==> config.mk <==
export PLATFORM = sky130hd
export DESIGN_NAME = ps2_cmd_sequencer
export DESIGN_NICKNAME = d
export VERILOG_FILES = /design/src/rtl/ps2_cmd_sequencer.sv
export SDC_FILE = /design/constraint.sdc
export NUM_CORES = 1
export LEC_CHECK = 0
export CELL_PAD_IN_SITES_DETAIL_PLACEMENT = 1
export CELL_PAD_IN_SITES_GLOBAL_PLACEMENT = 2
export CORE_MARGIN = 2
export CORE_UTILIZATION = 33
export CTS_CLUSTER_DIAMETER = 100
export CTS_CLUSTER_SIZE = 8
export DETAILED_ROUTE_END_ITERATION = 10
export DONT_BUFFER_PORTS = 1
export GPL_ROUTABILITY_DRIVEN = 0
export PLACE_DENSITY = 0.77
export RECOVER_POWER = 25
export SYNTH_ARGS = -nofsm -noshare
export SYNTH_HDL_FRONTEND = slang
export SYNTH_SLANG_ARGS = --single-unit
==> constraint.sdc <==
create_clock -name sys_clk -period 2.2 [get_ports sys_clk]
set_input_delay 0.22 -clock sys_clk [delete_from_list [all_inputs] [get_ports sys_clk]]
set_output_delay 0.22 -clock sys_clk [all_outputs]
set_load 0.02 [all_outputs]
==> src/rtl/ps2_cmd_sequencer.sv <==
// ============================================================================
//  Module   : ps2_cmd_sequencer
//  Purpose  : Issues one host command byte to the PS/2 engine, handles
//             ACK/resend, collects response bytes, forwards idle traffic.
//  Revision : 1.0
// ============================================================================
`default_nettype none

module ps2_cmd_sequencer #(
  parameter int unsigned CLK_FREQ    = 50000000,
  parameter int unsigned TIMEOUT     = 1000000,
  parameter int unsigned MAX_RETRIES = 2
) (
  input  logic        sys_clk,
  input  logic        sys_rst,
  input  logic        cmd_valid,
  input  logic [7:0]  cmd_byte,
  input  logic [1:0]  cmd_nresp,
  output logic        cmd_ready,
  output logic        done,
  output logic        err,
  output logic [1:0]  err_code,
  output logic [23:0] resp_data,
  output logic        tx_we,
  output logic [7:0]  tx_data,
  input  logic        tx_busy,
  input  logic        rx_avail,
  input  logic [7:0]  rx_data,
  output logic        rx_pass_valid,
  output logic [7:0]  rx_pass_data
);

  typedef enum logic [2:0] {
    S_IDLE      = 3'd0,
    S_SEND      = 3'd1,
    S_WAIT_ACK  = 3'd2,
    S_WAIT_RESP = 3'd3,
    S_FINISH    = 3'd4
  } state_t;

  localparam logic [20:0] c_timer_load = 21'(TIMEOUT - 1);
  localparam logic [2:0]  c_max_retry  = 3'(MAX_RETRIES);
  localparam logic [7:0]  c_ack        = 8'hFA;
  localparam logic [7:0]  c_resend     = 8'hFE;

  state_t      r_state;
  state_t      w_state_nxt;
  logic [7:0]  r_cmd_q;
  logic [1:0]  r_nresp_q;
  logic [1:0]  r_resp_left;
  logic [2:0]  r_retry_cnt;
  logic [20:0] r_timer;
  logic [1:0]  r_err_code;
  logic [23:0] r_resp_data;
  logic        r_pass_valid;
  logic [7:0]  r_pass_data;

  logic        w_accept;
  logic        w_tx_we;
  logic        w_timer_load;
  logic        w_resp_load;
  logic        w_resp_shift;
  logic        w_retry_inc;
  logic        w_code_we;
  logic [1:0]  w_code_nxt;
  logic        w_unused;

  assign w_unused = (CLK_FREQ != 0);

  always_ff @(posedge sys_clk) begin
    if (sys_rst) begin
      r_state <= S_IDLE;
    end else begin
      r_state <= w_state_nxt;
    end
  end

  always_comb begin
    w_state_nxt  = r_state;
    w_accept     = 1'b0;
    w_tx_we      = 1'b0;
    w_timer_load = 1'b0;
    w_resp_load  = 1'b0;
    w_resp_shift = 1'b0;
    w_retry_inc  = 1'b0;
    w_code_we    = 1'b0;
    w_code_nxt   = 2'd0;
    case (r_state)
      S_IDLE: begin
        if (cmd_valid) begin
          w_accept    = 1'b1;
          w_state_nxt = S_SEND;
        end
      end
      S_SEND: begin
        if (!tx_busy) begin
          w_tx_we      = 1'b1;
          w_timer_load = 1'b1;
          w_state_nxt  = S_WAIT_ACK;
        end
      end
      S_WAIT_ACK: begin
        // A byte arriving in the same cycle the timer expires takes priority.
        if (rx_avail) begin
          if (rx_data == c_ack) begin
            if (r_nresp_q == 2'd0) begin
              w_code_we   = 1'b1;
              w_code_nxt  = 2'd0;
              w_state_nxt = S_FINISH;
            end else begin
              w_resp_load  = 1'b1;
              w_timer_load = 1'b1;
              w_state_nxt  = S_WAIT_RESP;
            end
          end else if (rx_data == c_resend) begin
            if (r_retry_cnt < c_max_retry) begin
              w_retry_inc = 1'b1;
              w_state_nxt = S_SEND;
            end else begin
              w_code_we   = 1'b1;
              w_code_nxt  = 2'd2;
              w_state_nxt = S_FINISH;
            end
          end else begin
            w_code_we   = 1'b1;
            w_code_nxt  = 2'd3;
            w_state_nxt = S_FINISH;
          end
        end else if (r_timer == 21'd0) begin
          w_code_we   = 1'b1;
          w_code_nxt  = 2'd1;
          w_state_nxt = S_FINISH;
        end
      end
      S_WAIT_RESP: begin
        if (rx_avail) begin
          w_resp_shift = 1'b1;
          w_timer_load = 1'b1;
          if (r_resp_left == 2'd1) begin
            w_code_we   = 1'b1;
            w_code_nxt  = 2'd0;
            w_state_nxt = S_FINISH;
          end
        end else if (r_timer == 21'd0) begin
          w_code_we   = 1'b1;
          w_code_nxt  = 2'd1;
          w_state_nxt = S_FINISH;
        end
      end
      S_FINISH: begin
        w_state_nxt = S_IDLE;
      end
      default: begin
        w_state_nxt = S_IDLE;
      end
    endcase
  end

  always_ff @(posedge sys_clk) begin
    if (sys_rst) begin
      r_cmd_q      <= 8'd0;
      r_nresp_q    <= 2'd0;
      r_resp_left  <= 2'd0;
      r_retry_cnt  <= 3'd0;
      r_timer      <= 21'd0;
      r_err_code   <= 2'd0;
      r_resp_data  <= 24'd0;
      r_pass_valid <= 1'b0;
      r_pass_data  <= 8'd0;
    end else begin
      if (w_accept) begin
        r_cmd_q     <= cmd_byte;
        r_nresp_q   <= cmd_nresp;
        r_retry_cnt <= 3'd0;
        r_err_code  <= 2'd0;
        r_resp_data <= 24'd0;
      end
      if (w_retry_inc) begin
        r_retry_cnt <= r_retry_cnt + 3'd1;
      end
      if (w_timer_load) begin
        r_timer <= c_timer_load;
      end else if (r_timer != 21'd0) begin
        r_timer <= r_timer - 21'd1;
      end
      if (w_resp_load) begin
        r_resp_left <= r_nresp_q;
      end else if (w_resp_shift) begin
        r_resp_left <= r_resp_left - 2'd1;
      end
      if (w_resp_shift) begin
        r_resp_data <= {r_resp_data[15:0], rx_data};
      end
      if (w_code_we) begin
        r_err_code <= w_code_nxt;
      end
      // Only traffic outside a command exchange is forwarded.
      r_pass_valid <= rx_avail && ((r_state == S_IDLE) || (r_state == S_FINISH));
      if (rx_avail && ((r_state == S_IDLE) || (r_state == S_FINISH))) begin
        r_pass_data <= rx_data;
      end
    end
  end

  assign cmd_ready     = (r_state == S_IDLE);
  assign done          = (r_state == S_FINISH);
  assign err           = (r_err_code != 2'd0);
  assign err_code      = r_err_code;
  assign resp_data     = r_resp_data;
  assign tx_we         = w_tx_we;
  assign tx_data       = r_cmd_q;
  assign rx_pass_valid = r_pass_valid;
  assign rx_pass_data  = r_pass_data;

endmodule

`default_nettype wire

==> run summary, run 1 <==
The run finished with clean final reports. The layout net count was 435; the clock-pin slew reported for the worst setup and hold paths after clock tree synthesis was 0.07 ns. The remaining antenna violation count was 0. Data on the critical path arrives at its endpoint at 2.26 ns. Walking the worst path, the cells encountered are or4_1, buf_4, or3_1, a211oi_1, xnor2_1, a21oi_1. The setup violation total in the final timing report is 0, and the number of sinks on the clock net is 74.

The worst relative slew slack was 0.4202; the power per standard cell area was 1433 nW/um2. Wire length reported by the detailed router: 9090 um. The die width is 102.4 um, and the pin count of the biggest net entering global routing is 62.

For the reported max-cap violation count, the log shows 0. The tools report the count of boundary I/O pins as 70. The tools report the count of filler cells inserted in the layout as 1117. The mapped netlist covers 3194 um2. The routed layout has 2820 vias.

The static power due to leakage is 1.384 nW, and the number of H-tree branching levels is 3. Among all stages on the critical path, the largest delay is contributed by or4_1. TritonCTS built the clock tree. Total power for the finished layout comes to 5.523 mW. In this run, placement finished with an instance count of 510. Across the routed clock network, the largest skew measured is 0.01463 ns. STA classifies the critical path startpoint as a flip-flop.

The first detailed-routing pass ran for 4 iterations. Of all nets on the critical path, the largest fanout is 6. The number of buffers created by CTS was 9.

In this run the vertical extent of the chip is 102.4 um. After detailed routing, the average wire length per cell comes to 16.74 um. The final hold violation count is 0, and the worst slack at placement is 0.07951 ns. The buffers plus inverters on the worst setup path is 1.

In the routed design, unresolved DRC markers number 0. The tools report the diode insertion count for antenna repair as 0. Cell family with the largest share of critical-path delay: simple AND/OR/NAND/NOR gates.

In the layout the commonest cells are dfxtp_1, nand2_1, a21oi_1. Synthesis produced a netlist whose cell count is 382. VDD sags by at most 482.2 uV. The multi-input combinational cells in the finished layout cover a total of 1590 um2. The post-synthesis net count is 408. The number of warnings printed during yosys synthesis was 0. The initialized floorplan defines 35 standard-cell rows. The layout overhead on the synthesized area was 20.64%; the proportion of layout cells with a drive suffix above 1 was 0.1135. The maximum single-stage delay on the critical path is 0.58 ns, and the final worst-path cycle share is 0.9317. The via density per instance was 5.193. The via count of the first global-routing pass is 2995, and the pin slew with the least headroom to its limit is 0.8631 ns. After synthesis, the netlist uses 48 different library cells. For the initial core utilization, the log shows 0.3425. Setup repair after global routing left no endpoint under its margin.

The first global-routing pass estimated 15190 um of wire. The total area inside the core boundary comes to 9328 um2. The worst setup path is of the flip-flop to flip-flop kind. The clock period minus worst slack came out at 2.050 ns. The die covers 10480 um2. The initial antenna violation count was 0.

The leading cell type in the layout, fill and taps excluded is dfxtp_1. The tools report the total negative slack for setup checks as 0 ns. The total overflow left after global routing is 0. The sequential cells in the finished layout cover a total of 1481 um2. At the worst endpoint, the required time is 2.41 ns. The tools report the endpoint class of the critical path as a flip-flop. The core occupancy in the finished layout came out at 0.4131.

The logs give 0.1860 for the global router's overall resource usage and 0.1503 ns for the worst setup slack after layout. The cell at the root of the clock tree was clkbuf_8. The HPWL after detailed placement is 6117 um. Static timing analysis puts the maximum clock frequency at 487.9 MHz. The later-pin clock latency in the skew report was 0.35 ns; the count of port buffers added during placement was 0.

Path class of the lowest-slack min-delay path: input port to flip-flop. After synthesis, the mean cell area works out to 8.362 um2. No sink is reached through more buffers than the 2 on the longest clock path. The number of synthesized register bits is 74, and the sequential-to-total area share from yosys stat is 0.4638.

The tools report the number of slew-limit violations in the final report as 0. The detailed router's first-iteration violation count is 97, and the final instance count without filler cells is 543.
## synthesized netlist by cell type, drive strengths merged
cell     instances  share of area
nor2            35          0.042
nand4            2         0.0039
nor2b            1         0.0020
o21bai           1         0.0024
nand3           31          0.049
a21o             2         0.0047
or4              5          0.012
clkbuf          22          0.026
nand2b           5         0.0098
a41oi            1         0.0027
dfxtp           74           0.46
mux2i            9          0.028
a31o             1         0.0027
nand4bb          1         0.0035
o22ai            1         0.0020
a22oi            2         0.0047
inv              7         0.0082
xnor2            9          0.025
a311oi           1         0.0027
mux2             2         0.0071
a21bo            1         0.0031
a22o             1         0.0027
a211o            1         0.0027
a31oi            4         0.0078
nor4             6          0.016
or2              3         0.0059
buf              2         0.0051
a32o             1         0.0031
o21ai            6         0.0094
o311ai           1         0.0027
nand2           54          0.063
o31ai            3         0.0071
a21oi           50          0.078
xor2             4          0.011
ha               3          0.012
and3             2         0.0039
nand3b           4         0.0094
a211oi           7          0.016
or3              5         0.0098
a2111oi          2         0.0094
o211ai           1         0.0024
nor3             9          0.018
## area by class of cell
class | instances | share of cell area
Multi-Input combinational cell | 277 | 0.4127
Sequential cell | 74 | 0.3844
Timing Repair Buffer | 40 | 0.09351
Tap cell | 129 | 0.04188
Clock buffer | 11 | 0.03409
Clock inverter | 5 | 0.02662
Inverter | 7 | 0.006818
## report_power, final
group          internal [mW]  total [mW]  switching [mW]
clock                  0.753        1.27           0.519
sequential              1.59        1.88           0.295
combinational           1.02        2.37            1.35
total                   3.36        5.52            2.16
## final timing paths
| check | start | end | slack (ns) | depth (start not counted) |
|---|---|---|---|---|
| max | r_timer[8] | r_timer[14] | 0.15 | 6 |
| min | rx_data[6] | resp_data[6] | 0.02 | 2 |
| max reg2reg | r_timer[8] | r_timer[14] | 0.15 | 6 |
| min reg2reg | r_resp_left[1] | r_resp_left[1] | 0.47 | 2 |
## what timing repair did
item                       in CTS  in global routing
setup buffers                   0                  0
hold buffers                   17                  0
resized for setup               0                  1
hold endpoints to repair       61                  0
setup endpoints to repair       0                  3
## kinds of logic (layout without fill, tap and decap cells)
logic type               count (synthesis)  after routing  share of synthesized area
flip-flops                              74             74                     0.4638
adder cells (fa/ha/maj)                  3              3                    0.01175
AO/OA/AOI/OAI                           87             87                     0.1673
AND/OR/NAND/NOR                        163            163                     0.2472
multiplexers                            11             11                    0.03525
buffers and inverters                   31             63                    0.03917
XOR/XNOR                                13             13                    0.03564
## sequential cells by signal (all words and copies together), names as in the netlist
signal / count
r_retry_cnt: 3
r_timer: 21
rx_pass_valid: 1
r_nresp_q: 2
resp_data: 24
r_resp_left: 2
r_state: 3
tx_data: 8
err_code: 2
rx_pass_data: 8
## routing by layer
metal  track usage  vias up  share of wire
li1              -     1399              -
met1        0.2413     1349           0.45
met2        0.3011       60           0.49
met3       0.04036       12          0.046
met4       0.07590        0          0.020
met5             0        -              0
## metrics by stage
step	hold slack (ns)	area (um2)
global placement	0.2929	3430
detailed placement	0.2967	3430
finish	0.01716	3854
floorplan	0.3560	3194
global route	0.01640	3854
CTS	0.0003297	3851
Note: power is estimated with default switching activity, not from simulation.
==> inputs of run 2 (changes only) <==
REMOVE_ABC_BUFFERS = 1   (was unset)
==> run 2 against run 1 <==
Worst setup slack got worse by 0.012 ns. Total power rose by 1.6%. Sequential share of layout area fell by 0.46 points. Register-to-register slack barely moved. Clock power barely moved.
==> run summary, run 2 (same netlist as run 1, synthesis figures left out) <==
STA classifies the critical path endpoint as a flip-flop. Walking the worst path, the cells encountered are or4_1, or2_1, nor3_4, buf_4, o211ai_1, a22o_1. The total negative slack for setup checks was 0 ns; the static power due to leakage was 1.409 nW. The floorplan step defined a die boundary enclosing 10480 um2. Buffers placed on the I/O ports in this run total 0.

The detailed router's first-iteration violation count is 95, and the largest clock skew in the final design is 0.01243 ns. The first TritonRoute pass finished after 4 iterations. The first global-routing pass estimated 14810 um of wire. The number of cells on the worst reg-to-reg path is 6. The worst-path maximum fanout works out to 6. The tools report the number of slew-limit violations in the final report as 0. The tool flagged a number of max-cap violations equal to 0. The cell depth of the worst min-delay path is 2.

Leading cell type in the layout, fill and taps excluded: dfxtp_1. The later pin in the worst-skew pair is clocked with a latency of 0.35 ns. Setup repair after global routing left no endpoint under its margin. Counting the buffers created by CTS gives 9. The initial antenna violation count was 0.

The logs give 2.30 ns for the data arrival time of the worst path and 74 for the number of sinks on the clock net. Entering global routing, the biggest net connects 62 pins. The setup violation total in the final timing report came out at 0. The initial core utilization was 0.3425. The highest metal layer with signal wires was met4.

After filler insertion, the fill cell instance count of the layout stands at 1096. The clock-pin slew reported for the worst setup and hold paths after clock tree synthesis is 0.09 ns. Across the VDD grid, the largest voltage drop is 648.3 uV. For this run, the post-layout net count is 437.

The die width was 102.4 um. The routed design has 9061 um of wire. The worst setup path is launched from a flip-flop.

The final hold violation count is 0. The run gives 485.0 MHz as the maximum clock rate. Once detailed placement completed, the half-perimeter wirelength came to 5956 um. In this run the remaining antenna-violating nets after routing total 0. The register with the most flip-flops in the layout has 24 of them. The setup check on the worst reg-to-reg path leaves a slack of 0.14 ns. From bottom edge to top edge, the die measures 102.4 um. Across all hold checks on the routed design, the worst slack comes to 0.02265 ns. In this run the cell area measured after placement is 3445 um2. Core occupancy in the finished layout: 0.4181. The routed metal-1 wirelength was 4321 um; the power per standard cell area was 1439 nW/um2.

The mean routed wirelength per cell was 16.63 um; the via count of the first global-routing pass was 2985. The via density per instance works out to 5.222. In this run the worst hold path is classified as input port to flip-flop. TritonCTS built the clock tree.

The tools report the number of core rows as 35. The library cells used most frequently in the layout, excluding fill and tap cells, are dfxtp_1, nand2_1, a21oi_1. The diode insertion count for antenna repair came out at 0.

For the worst relative slew slack, the log shows 0.6165. The cell at the root of the clock tree is clkbuf_8. The logs give 2846 for the via count of the routed design and 3 for the number of H-tree branching levels. Compared with the post-synthesis result, the final layout area differs by 22.09%. The logs give 0.1813 for the global router's overall resource usage and 2 for the maximum root-to-sink buffer count. The startpoint identified for the worst register-to-register timing path is r_timer[16]. The tools report the residual overflow from global routing as 0. After clock tree synthesis, the setup repair step added 0 buffers. The run finished with clean final reports.

The pin slew with the least headroom to its limit works out to 0.5699 ns. The endpoint identified for the worst register-to-register timing path is r_state[1]. Met3 wire length: 464 um.

The worst hold path terminates at rx_pass_data[1]. The final worst-path cycle share was 0.9371. The run gives 0 as the residual DRC count. The count of boundary I/O pins was 70; the clock period minus worst slack was 2.062 ns. The critical hold path startpoint was rx_data[1].

In this design, the stage delay of the slowest critical-path cell is 0.65 ns. For the required time of the critical path, the log shows 2.44 ns. The finished cells cover 3900 um2.

The routed length on met2 was 4176 um. On the critical path, the stage with the largest delay is an instance of or4_1. The critical path is of the flip-flop to flip-flop type.

The total area inside the core boundary comes to 9328 um2. The post-route total power is 5.611 mW. The proportion of layout cells with a drive suffix above 1 was 0.1202.
run 2: worst max-delay path by stage:
stage / cells after the start / start / end / slack (ns)
floorplan: 5 / r_timer[8] / err_code[0] / 0.09
global placement: 6 / r_timer[12] / r_state[1] / 0.13
detailed placement: 6 / r_timer[12] / r_state[1] / 0.07
CTS: 6 / r_timer[12] / r_state[1] / 0.05
global route: 6 / r_timer[16] / r_state[1] / 0.04
finish: 6 / r_timer[16] / r_state[1] / 0.14
run 2: layout make-up:
cell class | instances | area (um2) | share of cell area
clock inverter | 6 | 112.6 | 0.02887
timing repair buffer | 42 | 392.9 | 0.1007
tap | 129 | 161.4 | 0.04139
multi-input combinational | 277 | 1598 | 0.4097
sequential | 74 | 1481 | 0.3799
clock buffer | 10 | 127.6 | 0.03272
inverter | 7 | 26.28 | 0.006737
run 2: metal layers:
| metal | vias up | track usage |
|---|---|---|
| met5 | - | 0 |
| met4 | 0 | 0.05231 |
| met3 | 8 | 0.05130 |
| met2 | 56 | 0.2900 |
| met1 | 1381 | 0.2394 |
| li1 | 1401 | - |
run 2: metrics by stage:
step,cells,setup slack (ns)
final,545,0.1383
after global routing,545,0.04325
after CTS,545,0.04764
after detailed placement,510,0.06883
after global placement,510,0.1330
after floorplan,358,0.09219
run 2: critical path: cells and delay by family, from the launching register on:
family | cells | cell delay, ns
and+or+nand+nor | 3 | 1.17
buffers and inverters | 1 | 0.15
DFF | 1 | 0.37
AOI/OAI and AO/OA | 2 | 0.26
run 2: repair_timing:
action                     4_1_cts  5_1_grt
setup endpoints to repair        0        5
resized for setup                0        2
hold buffers                    19        0
hold endpoints to repair        61        0
run 2: power by group:
group	internal (mW)	leakage (nW)	switching [mW]	total [mW]
Clock	0.761	0.121	0.534	1.29
Sequential	1.59	0.603	0.300	1.89
Combinational	1.05	0.685	1.38	2.43
Total	3.40	1.41	2.21	5.61
==> inputs of run 3 (changes only) <==
PLACE_DENSITY = unset   (was 0.77)
PLACE_DENSITY_LB_ADDON = 0.25   (was unset)
SETUP_SLACK_MARGIN = 0.4   (was unset)
==> run 3 against run 2 <==
Non-clock buffer count rose by 13. Combinational power increased by 54%. Maximum frequency increased by 5.4%. First-iteration DRC count grew 16%. Clock-buffer cell count stayed put. Die area unchanged. Highest routed layer unchanged.
==> run summary, run 3 (same netlist as run 1, synthesis figures left out) <==
For hold timing, the worst endpoint is tx_data[1]. The clock period could shrink to 1.955 ns. The switching part of the total power is 0.4141, and the mean routed wirelength per cell is 17.71 um. At the worst endpoint, the arrival time is 2.16 ns. The number of sinks on the clock net is 74, and the worst-path maximum fanout is 6. Row generation in the floorplan step produced 35 rows.

For the residual overflow from global routing, the log shows 0. For the via count of the first global-routing pass, the log shows 2975. STA classifies the critical path startpoint as a flip-flop. End of the worst register-to-register path: r_timer[14]. In this run the count of I/O pins placed on the die edge is 70. Entering global routing, the biggest net connects 62 pins.

The layout overhead on the synthesized area is 33.45%, and the cell depth of the worst min-delay path is 2. The area of the core is 9328 um2. Leaving out fill and tap cells, the most frequent cell in the layout is dfxtp_1. Measured along the x axis, the die boundary spans 102.4 um. For the global router's overall resource usage, the log shows 0.1850. TritonCTS built the clock tree. For the net load switching power, the log shows 2.859 mW. The internal power of the cells totals 4.046 mW. In this run, CTS created clock tree buffers numbering 9. The clock arrives with 0.01112 ns of skew. For the initial core utilization, the log shows 0.3425.

Derived from the worst setup path, the maximum achievable clock frequency is 511.4 MHz. 0 antenna diodes ended up in the layout. Before antenna repair, the detailed router went through 4 iterations.

Power comes to 6.905 mW. The tools report the worst relative slew slack as 0.5854. Setup repair after global routing could not meet its margin everywhere.

Hold is met by 0.01948 ns. For the total negative slack for setup checks, the log shows 0 ns. For this block, the initial DRC count from the detailed router was 110.

The largest voltage drop on the vdd net is 592.5 uV. The share of total power in the clock network came out at 0.180. The worst hold path belongs to the class input port to flip-flop.

The logs give 0 for the initial antenna violation count and 4263 um2 for the design area. The logs give 10480 um2 for the area enclosed by the die boundary and 2.40 ns for the required time of the critical path. The critical path goes through or4_4, buf_6, or3_4, a211oi_2, xnor2_1, a21oi_1. The via density per instance was 5.287. STA classifies the critical path endpoint as a flip-flop.

The count of port buffers added during placement was 0. For the setup violation total in the final timing report, the log shows 0. At the pin with the least slew margin, the transition time is 0.6172 ns. The tools report the startpoint of the lowest-slack register-to-register path as r_timer[8].

The proportion of layout cells with a drive suffix above 1 was 0.2424. The run gives 0 as the number of slew-limit violations in the final report. The maximum single-stage delay on the critical path was 0.55 ns; the final hold violation count was 0. The run finished with clean final reports. For the worst setup slack after layout, the log shows 0.2446 ns.

The register with the most flip-flops in the layout has 24 of them. Summing over every cut layer, the via total after detailed routing is 2950. The number of cells on the worst reg-to-reg path is 6. The worst register-to-register path has a setup slack of 0.24 ns. In this run the number of H-tree levels came out at 3.

The tool flagged a number of max-cap violations equal to 0. The net count of the finished layout is 450. The analysis attributes to cell leakage a power of 1.529 nW. The remaining antenna violation count came out at 0. Final worst-path cycle share: 0.8888. The worst setup path is of the flip-flop to flip-flop kind.

After detailed routing, the number of remaining DRC violations is 0. After detailed routing, the total wire length is 9881 um. The first global-routing pass estimated 15180 um of wire. Once detailed placement completed, the half-perimeter wirelength came to 5999 um. Clock-pin slew reported for the worst setup and hold paths after clock tree synthesis: 0.08 ns. In this run the most critical hold path is launched from cmd_byte[1].

The cell at the root of the clock tree is clkbuf_8. Before CTS, the worst setup slack after placement is 0.07297 ns. Summing all placed instances gives a cell area of 3410 um2.

The vertical die dimension works out to 102.4 um. The cell at the slowest stage of the critical path was or4_4. The top cell types in the final layout, fill and taps aside, are dfxtp_1, nand2_1, a21oi_1. The sequential share of power is 0.277, and the later-pin clock latency in the skew report is 0.35 ns. The combinational group share of total power came out at 0.543.

The power per standard cell area is 1620 nW/um2, and the maximum root-to-sink buffer count is 2.
run 3: changes by cell type in the layout (fill, tap and decap cells not counted), moves of 4 or more:
| cell | previous run | this run |
|---|---|---|
| or4_1 | 5 | 1 |
| buf_4 | 22 | 30 |
| dfxtp_1 | 74 | 66 |
| or4_4 | 0 | 4 |
| dfxtp_2 | 0 | 7 |
| nor4_4 | 0 | 4 |
| buf_6 | 0 | 7 |
run 3: power by group through the flow:
stage	Sequential (mW)	Combinational, mW	Clock [mW]
finish	1.91	3.75	1.25
CTS	1.89	3.22	1.28
global placement	1.90	2.22	0
detailed placement	1.90	2.28	0
global route	1.95	4.00	1.34
floorplan	1.87	1.50	0
run 3: through the flow:
| stage | util | instances |
|---|---|---|
| 3_3_place_gp | 0.3655 | 507 |
| 3_5_place_dp | 0.3655 | 507 |
| 4_1_cts | 0.4384 | 550 |
| 6_report | 0.4570 | 558 |
| 2_1_floorplan | - | 358 |
| 5_1_grt | 0.4570 | 558 |
run 3: area by class of cell:
type,instances,area (um2)
Sequential cell,74,1494
Inverter,7,26.28
Tap cell,129,161.4
Multi-Input combinational cell,277,1834
Clock inverter,6,97.59
Timing Repair Buffer,55,511.7
Fill cell,1066,5065
Clock buffer,10,137.6
run 3: per-layer routing:
metal,vias to the layer above,wire length [um],track usage
met3,9,474,0.05267
met1,1442,4396,0.2459
met4,0,123,0.05026
met2,71,4886,0.2955
li1,1428,-,-
met5,-,0,0
run 3: critical path: cells and delay by family, from the launching register on:
kind	cells	cell delay, ns
AND/OR/NAND/NOR	2	0.88
flip-flops	1	0.33
AO/OA/AOI/OAI	2	0.29
buffers and inverters	1	0.17
XOR/XNOR	1	0.16
run 3: worst max-delay path by stage:
| stage | from | to | cells past startpoint |
|---|---|---|---|
| finish | r_timer[8] | r_timer[14] | 6 |
| CTS | r_timer[19] | err_code[0] | 5 |
| global route | r_timer[15] | r_timer[3] | 6 |
| detailed placement | r_timer[8] | err_code[0] | 5 |
| floorplan | r_timer[8] | err_code[0] | 5 |
| global placement | r_timer[12] | err_code[0] | 5 |
run 3: repair_timing:
item	4_1_cts	5_1_grt
hold endpoints to repair	61	1
gates cloned	0	0
resized for setup	42	20
pin swaps	28	17
buffers inserted	11	7
endpoints found under the setup margin	27	28
hold buffers	16	1
